==> config.mk <==
export PLATFORM = sky130hd
export DESIGN_NAME = mem_access_unit
export DESIGN_NICKNAME = d
export VERILOG_FILES = /design/src/rtl/cpuex_mem_pkg.sv /design/src/rtl/mem_lane_align.sv /design/src/rtl/mem_access_unit.sv
export SDC_FILE = /design/constraint.sdc
export NUM_CORES = 1
export LEC_CHECK = 0
export ABC_AREA = 1
export CORE_MARGIN = 3
export CORE_UTILIZATION = 33
export CTS_CLUSTER_SIZE = 12
export DETAILED_ROUTE_END_ITERATION = 8
export PLACE_DENSITY = 0.63
export SLEW_MARGIN = 0
export SYNTH_ARGS = -nofsm -noshare
export SYNTH_HDL_FRONTEND = slang
export SYNTH_SLANG_ARGS = --single-unit
==> constraint.sdc <==
create_clock -name i_clk -period 9.2 [get_ports i_clk]
set_input_delay 1.84 -clock i_clk [delete_from_list [all_inputs] [get_ports i_clk]]
set_output_delay 1.84 -clock i_clk [all_outputs]
set_load 0.02 [all_outputs]
==> src/rtl/cpuex_mem_pkg.sv <==
// Shared types and helpers for the load/store unit: RV32I width encodings, FSM states and
// request legality checks.
package cpuex_mem_pkg;

   // RV32I funct3 width encodings for loads and stores
   localparam logic [2:0] F3_B  = 3'b000;
   localparam logic [2:0] F3_H  = 3'b001;
   localparam logic [2:0] F3_W  = 3'b010;
   localparam logic [2:0] F3_BU = 3'b100;
   localparam logic [2:0] F3_HU = 3'b101;

   typedef enum logic [1:0] {
      StIdle,
      StLdCap,
      StStMerge,
      StResp
   } mau_state_e;

   // Byte lane inside a 32-bit word, taken from addr[1:0]
   typedef logic [1:0] lane_t;

   // funct3 legality depends on direction: unsigned widths exist for loads only
   function automatic logic funct3_legal(input logic we, input logic [2:0] f3);
      logic ok;
      ok = 1'b0;
      if (we) begin
         ok = (f3 == F3_B) || (f3 == F3_H) || (f3 == F3_W);
      end else begin
         ok = (f3 == F3_B) || (f3 == F3_H) || (f3 == F3_W) || (f3 == F3_BU) || (f3 == F3_HU);
      end
      return ok;
   endfunction

   // funct3[1:0] carries the access size: 00 byte, 01 half, 10 word
   function automatic logic addr_aligned(input logic [2:0] f3, input lane_t lane);
      logic ok;
      case (f3[1:0])
         2'b00:   ok = 1'b1;
         2'b01:   ok = ~lane[0];
         2'b10:   ok = (lane == 2'b00);
         default: ok = 1'b0;
      endcase
      return ok;
   endfunction

endpackage

==> src/rtl/mem_lane_align.sv <==
// Combinational lane steering: extracts and extends a load from a RAM word, and builds the
// merged word for sub-word stores. One instance serves both the load-capture and merge paths.
module mem_lane_align
   import cpuex_mem_pkg::*;
(
   input  logic [31:0] i_word,
   input  lane_t       i_lane,
   input  logic [2:0]  i_funct3,
   input  logic [31:0] i_wdata,
   output logic [31:0] o_load_data,
   output logic [31:0] o_store_word
);

   logic [7:0]  w_byte;
   logic [15:0] w_half;

   // Little-endian lane select followed by sign/zero extension for loads
   always_comb begin
      w_byte = i_word[{i_lane, 3'b000} +: 8];
      w_half = i_lane[1] ? i_word[31:16] : i_word[15:0];
      case (i_funct3)
         F3_B:    o_load_data = {{24{w_byte[7]}}, w_byte};
         F3_BU:   o_load_data = {24'h000000, w_byte};
         F3_H:    o_load_data = {{16{w_half[15]}}, w_half};
         F3_HU:   o_load_data = {16'h0000, w_half};
         default: o_load_data = i_word;
      endcase
   end

   // Replace only the addressed byte/half of the read word; other lanes pass through
   always_comb begin
      o_store_word = i_word;
      case (i_funct3[1:0])
         2'b00: o_store_word[{i_lane, 3'b000} +: 8] = i_wdata[7:0];
         2'b01: begin
            if (i_lane[1]) begin
               o_store_word[31:16] = i_wdata[15:0];
            end else begin
               o_store_word[15:0] = i_wdata[15:0];
            end
         end
         default: o_store_word = i_wdata;
      endcase
   end

endmodule

==> src/rtl/mem_access_unit.sv <==
// Load/store unit between the execute stage and a word-wide block RAM with 1-cycle reads.
// One request in flight; sub-word stores are done as read-modify-write.
module mem_access_unit
   import cpuex_mem_pkg::*;
#(
   parameter int unsigned RAM_WORDS = 131072
) (
   input  logic        i_clk,
   input  logic        i_rst,
   input  logic        i_req_valid,
   output logic        o_req_ready,
   input  logic        i_req_we,
   input  logic [2:0]  i_req_funct3,
   input  logic [31:0] i_req_addr,
   input  logic [31:0] i_req_wdata,
   output logic        o_resp_valid,
   input  logic        i_resp_ready,
   output logic [31:0] o_resp_rdata,
   output logic        o_resp_err,
   output logic        o_ram_en,
   output logic        o_ram_we,
   output logic        o_ram_rst,
   output logic [31:0] o_ram_addr,
   output logic [31:0] o_ram_di,
   input  logic [31:0] i_ram_dout
);

   mau_state_e  r_state;
   logic [2:0]  r_funct3;
   logic [31:0] r_addr;
   logic [31:0] r_wdata;
   logic [31:0] r_rdata;
   logic        r_err;

   logic        w_accept;
   logic        w_in_range;
   logic        w_req_ok;
   logic        w_is_sw;
   logic [31:0] w_load_data;
   logic [31:0] w_store_word;

   // Ready is held low while reset is asserted so nothing is accepted during reset
   assign o_req_ready = (r_state == StIdle) && !i_rst;
   assign w_accept    = i_req_valid && o_req_ready;
   assign w_in_range  = {2'b00, i_req_addr[31:2]} < RAM_WORDS;
   assign w_req_ok    = funct3_legal(i_req_we, i_req_funct3) &&
                        addr_aligned(i_req_funct3, i_req_addr[1:0]) && w_in_range;
   assign w_is_sw     = i_req_we && (i_req_funct3 == F3_W);

   assign o_resp_valid = (r_state == StResp);
   assign o_resp_rdata = r_rdata;
   assign o_resp_err   = r_err;
   assign o_ram_rst    = 1'b0;

   mem_lane_align u_lane_align (
      .i_word       (i_ram_dout),
      .i_lane       (r_addr[1:0]),
      .i_funct3     (r_funct3),
      .i_wdata      (r_wdata),
      .o_load_data  (w_load_data),
      .o_store_word (w_store_word)
   );

   // Request/response FSM; latches the request on accept and registers response fields
   always_ff @(posedge i_clk or posedge i_rst) begin
      if (i_rst) begin
         r_state  <= StIdle;
         r_funct3 <= 3'b000;
         r_addr   <= 32'h0;
         r_wdata  <= 32'h0;
         r_rdata  <= 32'h0;
         r_err    <= 1'b0;
      end else begin
         case (r_state)
            StIdle: begin
               if (w_accept) begin
                  r_funct3 <= i_req_funct3;
                  r_addr   <= i_req_addr;
                  r_wdata  <= i_req_wdata;
                  r_rdata  <= 32'h0;
                  r_err    <= !w_req_ok;
                  if (!w_req_ok) begin
                     r_state <= StResp;
                  end else if (!i_req_we) begin
                     r_state <= StLdCap;
                  end else if (w_is_sw) begin
                     r_state <= StResp;
                  end else begin
                     r_state <= StStMerge;
                  end
               end
            end
            StLdCap: begin
               r_rdata <= w_load_data;
               r_state <= StResp;
            end
            StStMerge: begin
               r_state <= StResp;
            end
            StResp: begin
               if (i_resp_ready) begin
                  r_rdata <= 32'h0;
                  r_err   <= 1'b0;
                  r_state <= StIdle;
               end
            end
            default: r_state <= StIdle;
         endcase
      end
   end

   // BRAM port: accept-cycle access driven from the request, merge write from latched regs
   always_comb begin
      o_ram_en   = 1'b0;
      o_ram_we   = 1'b0;
      o_ram_addr = 32'h0;
      o_ram_di   = 32'h0;
      case (r_state)
         StIdle: begin
            if (w_accept && w_req_ok) begin
               o_ram_en   = 1'b1;
               o_ram_we   = w_is_sw;
               o_ram_addr = {i_req_addr[31:2], 2'b00};
               o_ram_di   = w_is_sw ? i_req_wdata : 32'h0;
            end
         end
         StStMerge: begin
            o_ram_en   = 1'b1;
            o_ram_we   = 1'b1;
            o_ram_addr = {r_addr[31:2], 2'b00};
            o_ram_di   = w_store_word;
         end
         default: ;
      endcase
   end

endmodule

After elaboration in Yosys (flattened, before gate mapping)
Cells that the tools add are included.
{"block": "totals", "register_bits": 102, "in_bits": 104, "out_inout_bits": 102, "elab_cells": 81}
{"block": "classes", "n_addsub": 1, "magnitude_cmp": 1, "n_eq_ne": 15, "n_shift": 3, "muxes": 29, "n_bitwise": 1, "reduce_logical": 25}
{"operator": "$pmux 32 s2", "count": 3}
{"operator": "$mux 32", "count": 5}
{"operator": "$pmux 32 s4", "count": 1}
{"operator": "$pmux 32 s3", "count": 1}
{"operator": "$mux 16", "count": 3}
{"operator": "$bwmux 32", "count": 1}
{"operator": "$shift 8x7->32 const A", "count": 1}
{"operator": "$shiftx 32x6->8", "count": 1}
{"operator": "$shiftx 8x7->32", "count": 1}
{"operator": "$lt 30x18->1 const B", "count": 1}
{"operator": "$eq 3x3->1 const B", "count": 4}
{"operator": "$logic_not 2->1", "count": 4}
{"operator": "$mux 2", "count": 4}
{"operator": "$neg 5->7", "count": 1}
{"operator": "$eq 2x1->1 const B", "count": 3}
{"operator": "$eq 2x2->1 const B", "count": 3}
{"operator": "$eq 3x1->1 const B", "count": 2}
{"operator": "$logic_and 1x1->1", "count": 6}
{"operator": "$logic_not 3->1", "count": 2}
{"operator": "$mux 1", "count": 6}
{"operator": "$pmux 1 s2", "count": 3}
{"operator": "$pmux 2 s3", "count": 1}
{"operator": "$reduce_and 3->1", "count": 2}
{"operator": "$logic_or 1x1->1", "count": 4}
{"operator": "other kinds (10)", "count": 12}

Logic depth before layout (Yosys ltp)
Gate-level depths: netlist of run 1.
{"block": "depth", "ltp_word": 11, "depth_mapped": 12, "mapped_depth_nobuf": 10}

Cells and area by module
A second synthesis of run 1 with hierarchy kept.
{"block": "unflattened", "cells_unflattened": 1097, "hier_area_um2": 7074.3}
{"module": "mem_access_unit", "instances": 1, "cells_per_inst": 655, "area_per_inst_um2": 4919.7, "seq_area_each_um2": 2552.4}
{"module": "mem_lane_align", "instances": 1, "cells_per_inst": 442, "area_per_inst_um2": 2154.6, "seq_area_each_um2": 0.0}

Worst setup path before layout of run 1
No wires, ideal clock.
{"block": "synth_timing", "path_kind": "input to output", "start": "input port i_rst", "end": "output port o_ram_en", "arrival_ps": 5165, "required_time_ps": 7360, "setup_slack_ps": 2195, "path_stages": 5, "path_buffers": 2, "path_cell_list": "inv_1 nand3_1 buf_2 buf_2 o21ai_0"}
{"block": "synth_via", "elab_chain_cells": 6}
{"element": "start, declared", "line_no": "mem_access_unit.sv:9", "text": "input logic i_rst,"}
{"element": "$logic_not 1->1 (no line)"}
{"element": "$logic_and 1x1->1", "line_no": "mem_access_unit.sv:43", "text": "assign o_req_ready = (r_state == StIdle) && !i_rst;"}
{"element": "$logic_and 1x1->1", "line_no": "mem_access_unit.sv:44", "text": "assign w_accept = i_req_valid && o_req_ready;"}
{"element": "$logic_and 1x1->1", "line_no": "mem_access_unit.sv:120", "text": "if (w_accept && w_req_ok) begin"}
{"element": "$mux 1", "line_no": "mem_access_unit.sv:120"}
{"element": "$pmux 1 s2", "line_no": "mem_access_unit.sv:118", "text": "case (r_state)"}
{"element": "end, declared", "line_no": "mem_access_unit.sv:20", "text": "output logic o_ram_en,"}
Every way passes these cells.

Worst setup path in the final report of run 1
{"block": "layout_timing", "start": "input port i_rst", "end": "output port o_ram_di[9]"}
{"block": "layout_via", "elab_chain_cells": 6}
{"element": "$logic_not 1->1 (no line)"}
{"element": "$logic_and 1x1->1", "line_no": "mem_access_unit.sv:43"}
{"element": "$logic_and 1x1->1", "line_no": "mem_access_unit.sv:44"}
{"element": "$logic_and 1x1->1", "line_no": "mem_access_unit.sv:120"}
{"element": "$mux 32", "line_no": "mem_access_unit.sv:120"}
{"element": "$pmux 32 s2", "line_no": "mem_access_unit.sv:118"}
{"element": "end, declared", "line_no": "mem_access_unit.sv:24", "text": "output logic [31:0] o_ram_di,"}
Every way passes these cells.

==> metrics.cfg, run 1 <==
[synthesis]
syn-instance-count = 1129
synth_cell_type_count = 25
syn_area_mm2 = 0.00692
synth_area_per_cell_um2 = 6.13
synth_area_leaders = dfrtp_1, nand2_1, o21ai_0
synth-seq-area-share_pct = 36.9
ys_ff_latch = 102
yosys.area.top_type_share_pct = 36.9
synth_area_leader_cell = dfrtp_1
yosys_warnings = 0

[detailed_routing]
wl_per_cell_um = 15.4
avgViaCountPerCell = 4.78
route.detailed.drc = 0
drt-pass1-iter-count = 5
ant_nets = 0
routed_wl_mm = 24.0
num_vias = 7459
drt_iter0_drc = 593

[global_routing]
grt_pass1_vias = 7085
grt_pass1_wl_mm = 37.8
met2_usage_pct = 32.7
grt_use_total_pct = 21.0
use_met3_pct = 4.22
grt_max_degree = 110
top_usage_layer = met2
grt.met1_usage_pct = 29.9
grt_overflow = 0
antenna_found_initial = 0

[finish]
final_cell_count_no_fill = 1562
syn_to_final_growth_pct = 35.2
nets = 1400
drive_gt1_share_pct = 3.33
utilization_pct = 45.8
antenna_cells = 0

[min_path]
hold_class = reg -> reg
whs_path_depth = 2

[setup_path]
critPathSlowestCell = nor2_4
crit_cells = 7
crit_chain = clkdlybuf4s50_1 -> inv_4 -> nand3_4 -> nor2_4 -> nand2_1 -> nand2_1 -> clkdlybuf4s50_1
cpPeakStageDelay_ps = 920
cp_max_fo = 54
crit_family = buffers and inverters
critPathRequiredTime_ps = 7360
start_kind = input pin
crit_buf_inv = 3
reg2regPathDepth = 7
crit_path_end_kind = output port
critPathKind = in -> out
worstPathArrival_ps = 4810

[floorplan]
initial_core_util_pct = 33.9
die_area_mm2 = 0.0228
num_rows = 52
io_pins = 206
placeableCoreArea_mm2 = 0.0204
die_y_um = 151
die_w_um = 151

[pwr]
leakage_nw = 4.80
pwr_density_cell_mw_per_mm2 = 317
peakVddDrop_mv = 0.119

[placement]
place_inst = 1546
dp_hpwl_mm = 17.6
io_buffers = 202
gp_congestion = 0.912

[clock_network]
clockBufferDepth = 2
cts_buffers = 9
cts.clk_slew.worst_paths_ps = 70
tritoncts = done
ctsRootBufferMaster = clkbuf_16
htree_num_levels = 3
clock_sinks = 102
cts_hold_buf = 0
postCtsSetupBuffers = 0
cts.repair.resized = 0
insertion_delay_ps = 360

[sta]
slew_headroom_pct = 19.7
max_freq_mhz = 150
period_share_pct = 72.3
fin_skew_ps = 7.84
min_period_ps = 6650
setup_violations = 0
hold_viol_final = 0
tns_ps = 0
worstMarginPinSlew_ps = 1200
drv_slew = 0
rsz0062_at_grt = false

[job]
drv_cap = 0

[run_status]
status = finished, final reports clean

## cells by family (layout without fill, tap and decap cells)
kind of cell    count (synthesis)  after routing  synth area share [%]
buf+inv                       171            332                  10.3
fa+ha+maj                       9              9                  1.63
other cells                     1              3                0.0542
flops                         102            102                  36.9
compound gates                164            164                  12.4
simple gates                  682            682                  38.7
## cells in the mapped netlist (all sizes together)
cell and count:
conb 1, a22oi 15, o21ai 104, nand2 495
dfrtp 102, nand3 44, clkbuf 28, or2 5
a21oi 44, ha 9, nor3 9, inv 106
clkinv 2, nor2 121, nand4 8, a31oi 1
buf 35
## final timing paths
check                            startpoint               end  slack [ps]
hold reg to reg            o_resp_rdata[11]  o_resp_rdata[11]         480
max in group asynchronous             i_rst       r_wdata[19]        6130
hold / removal             o_resp_rdata[11]  o_resp_rdata[11]         480
min in group asynchronous             i_rst        r_state[1]        1960
setup reg to reg                r_funct3[1]  o_resp_rdata[26]        5740
setup / recovery                      i_rst       o_ram_di[9]        2550
## worst register-to-register path, stage by stage, from the launching register on
cell,delay [ps]
dfrtp_1,890
inv_2,530
nand2_1,1060
nor2_1,110
nand2_2,220
nand3_2,320
nand2_1,180
nand2_1,60
## cell type report
type / instances / area [um2]
sequential: 102 / 2550
multi-input combinational: 858 / 3690
clock buffer: 9 / 225
clock inverter: 7 / 80.1
inverter: 108 / 408
tap: 270 / 338
fill: 2198 / 11100
timing repair buffer: 208 / 2070
## power breakdown
part / internal [mW] / switching [mW]
Combinational: 0.654 / 1.10
Sequential: 0.645 / 0.167
Clock: 0.215 / 0.185
## routing by layer
metal | vias up | wire, um
met5 | - | 0
met4 | 0 | 410
met3 | 29 | 1840
met2 | 275 | 10700
met1 | 3342 | 11100
li1 | 3813 | -
## metrics by stage
step                setup slack (ps)  cell area (um2)  hold WS [ps]  power, mW
floorplan                       2190             6930           449       1.94
global placement                2490             9060           462       2.55
detailed placement              2460             9060           465       2.57
CTS                             2450             9360           485       2.98
global route                    2190             9360           502       3.24
finish                          2550             9360           479       2.97
## placed cells by master (no fill, tap or decap)
cell / n
nand3_4: 1
dfrtp_1: 102
nand4_1: 8
or2_2: 5
clkinv_2: 1
clkinvlp_4: 1
inv_4: 1
nand3_1: 42
nor2_2: 4
bufinv_16: 1
inv_2: 3
o21ai_0: 97
o21ai_1: 6
clkbuf_16: 9
inv_1: 102
a31oi_1: 1
a21oi_1: 44
ha_1: 8
nand2_1: 492
clkinv_1: 2
nor2_4: 1
buf_4: 6
nor2_1: 116
o21ai_2: 1
nand3_2: 1
nand2_2: 3
nor3_1: 9
inv_6: 2
ha_2: 1
clkinv_4: 1
clkdlybuf4s50_1: 202
conb_1: 3
a22oi_1: 15
inv_8: 1
## registers in the layout, summed over array words and instances (netlist names)
signal        count
r_wdata          32
r_state           2
o_resp_err        1
r_addr           32
r_funct3          3
o_resp_rdata     32
No activity file was read; power rests on OpenSTA's default activity.
==> run 2, diff against run 1 <==
- clock period: 9.2 -> 6.2 ns (I/O delays scaled with it)
==> run 2 against run 1 <==
Net effect:
- combinational power increased by 47%
- flip-flop and latch count unchanged
- wire length decreased by 0.51%
- critical path depth increased by 3
- worst setup slack got worse by 1500 ps
- cell count increased by 0.32%
- sequential power increased by 50%
- via count increased by 0.80%
- clock skew increased by 0.88 ps
- clock-buffer cell count increased by 1
- largest power group unchanged
- critical path type unchanged
- largest cell class unchanged
- final area increased by 0.51%
- power increased by 49%
==> metrics.cfg, run 2 (synthesized netlist as in run 1, its figures left out) <==
[pwr]
pwr-share-seq_pct = 27.6
pwr_density_cell_mw_per_mm2 = 470
switching_share_pct = 48.7
p_clk_share_pct = 13.8
switchingPower_mw = 2.16
finalPower_mw = 4.42
combPwrFrac_pct = 58.6
p_int_mw = 2.27
peakVddDrop_mv = 0.188
leakage_nw = 4.84

[job]
drv_cap = 0

[finish]
multi_input_area_mm2 = 0.00369
final_cell_mix = nand2_1, clkdlybuf4s50_1, nor2_1, inv_1, dfrtp_1
drive_gt1_share_pct = 3.70
seq_area_mm2 = 0.00255
syn_to_final_growth_pct = 35.9
final_cell_count_no_fill = 1567
nFillCells = 2154
final_common_cell = nand2_1
antenna_cells = 0
nets = 1405

[floorplan]
die_area_mm2 = 0.0228
io_pins = 206
placeableCoreArea_mm2 = 0.0204
initial_core_util_pct = 33.9
die_y_um = 151
num_rows = 52
die_w_um = 151

[placement]
place_inst = 1551
io_buffers = 202
dp_hpwl_mm = 17.7
gp_congestion = 0.916

[min_path]
hold_class = reg -> reg

[detailed_routing]
avgViaCountPerCell = 4.80
drt-pass1-iter-count = 5
ant_nets = 0
routed_wl_mm = 23.9
num_vias = 7519
route.detailed.drc = 0
drt_iter0_drc = 619
wl_per_cell_um = 15.3

[global_routing]
grt_use_total_pct = 20.5
antenna_found_initial = 0
grt_overflow = 0
grt_pass1_wl_mm = 37.0
grt_pass1_vias = 6889
grt_max_degree = 109

[sta]
fin_skew_ps = 8.73
setup_violations = 0
min_period_ps = 5140
period_share_pct = 83.0
hold_viol_final = 0
tns_ps = 0
rsz0062_at_grt = false
max_freq_mhz = 194
worstMarginPinSlew_ps = 1020
slew_headroom_pct = 31.5
drv_slew = 0

[clock_network]
cts.repair.resized = 0
clock_sinks = 102
ctsRootBufferMaster = clkbuf_16
postCtsSetupBuffers = 0
htree_num_levels = 3
cts_hold_buf = 0
cts.clk_slew.worst_paths_ps = 80
insertion_delay_ps = 360
tritoncts = done
cts_buffers = 9
clockBufferDepth = 2

[run_status]
status = finished, final reports clean

[setup_path]
critPathKind = in -> out
cp_max_fo = 43
critPathRequiredTime_ps = 4960
start_kind = input pin
crit_path_end_kind = output port
worstPathArrival_ps = 3900

-- run 2: final cells by class --
type	count	area share, %
Clock inverter	6	0.811
Inverter	108	4.34
Clock buffer	10	2.54
Tap cell	270	3.59
Timing Repair Buffer	213	22.4
Multi-Input combinational cell	858	39.2
Sequential cell	102	27.1
-- run 2: stage by stage --
stage | util [%] | worst slack [ps] | instance area [um2] | hold WS, ps
after global placement | 44.5 | 1130 | 9090 | 461
after floorplan | - | 395 | 6930 | 449
after detailed placement | 44.5 | 1080 | 9090 | 465
final | 46.1 | 1060 | 9410 | 483
after CTS | 46.1 | 1050 | 9410 | 487
after global routing | 46.1 | 870 | 9410 | 501
-- run 2: layer usage --
layer	up-vias	wire length [um]	GRT usage [%]
met5	-	0	0
met4	0	258	4.31
met3	16	2060	3.83
met2	310	10700	31.5
met1	3379	10900	30.2
li1	3814	-	-
-- run 2: power groups by stage --
| stage | combinational [mW] | clock, mW | sequential (mW) |
|---|---|---|---|
| global placement | 2.57 | 0 | 1.22 |
| floorplan | 1.69 | 0 | 1.19 |
| finish | 2.59 | 0.610 | 1.22 |
| CTS | 2.60 | 0.630 | 1.22 |
| global route | 2.90 | 0.652 | 1.26 |
| detailed placement | 2.59 | 0 | 1.23 |
-- run 2: final timing paths --
check	from	end	slack, ps	cells after the start
setup / recovery	i_req_addr[24]	o_ram_di[9]	1060	10
hold / removal	o_resp_rdata[22]	o_resp_rdata[22]	480	2
setup reg to reg	r_state[0]	o_resp_rdata[25]	3010	11
hold reg to reg	o_resp_rdata[22]	o_resp_rdata[22]	480	2
max in group asynchronous	i_rst	r_wdata[1]	3550	4
min in group asynchronous	i_rst	r_addr[3]	1420	3
-- run 2: critical path, cell delays in order --
cell and delay (ps):
clkdlybuf4s50_1 430, nor2_1 110, nand2_1 60, nor2_1 240, nand3_1 290, nor2_4 260, buf_4 440, nand2_1 90
nand2_1 90, clkdlybuf4s50_1 610
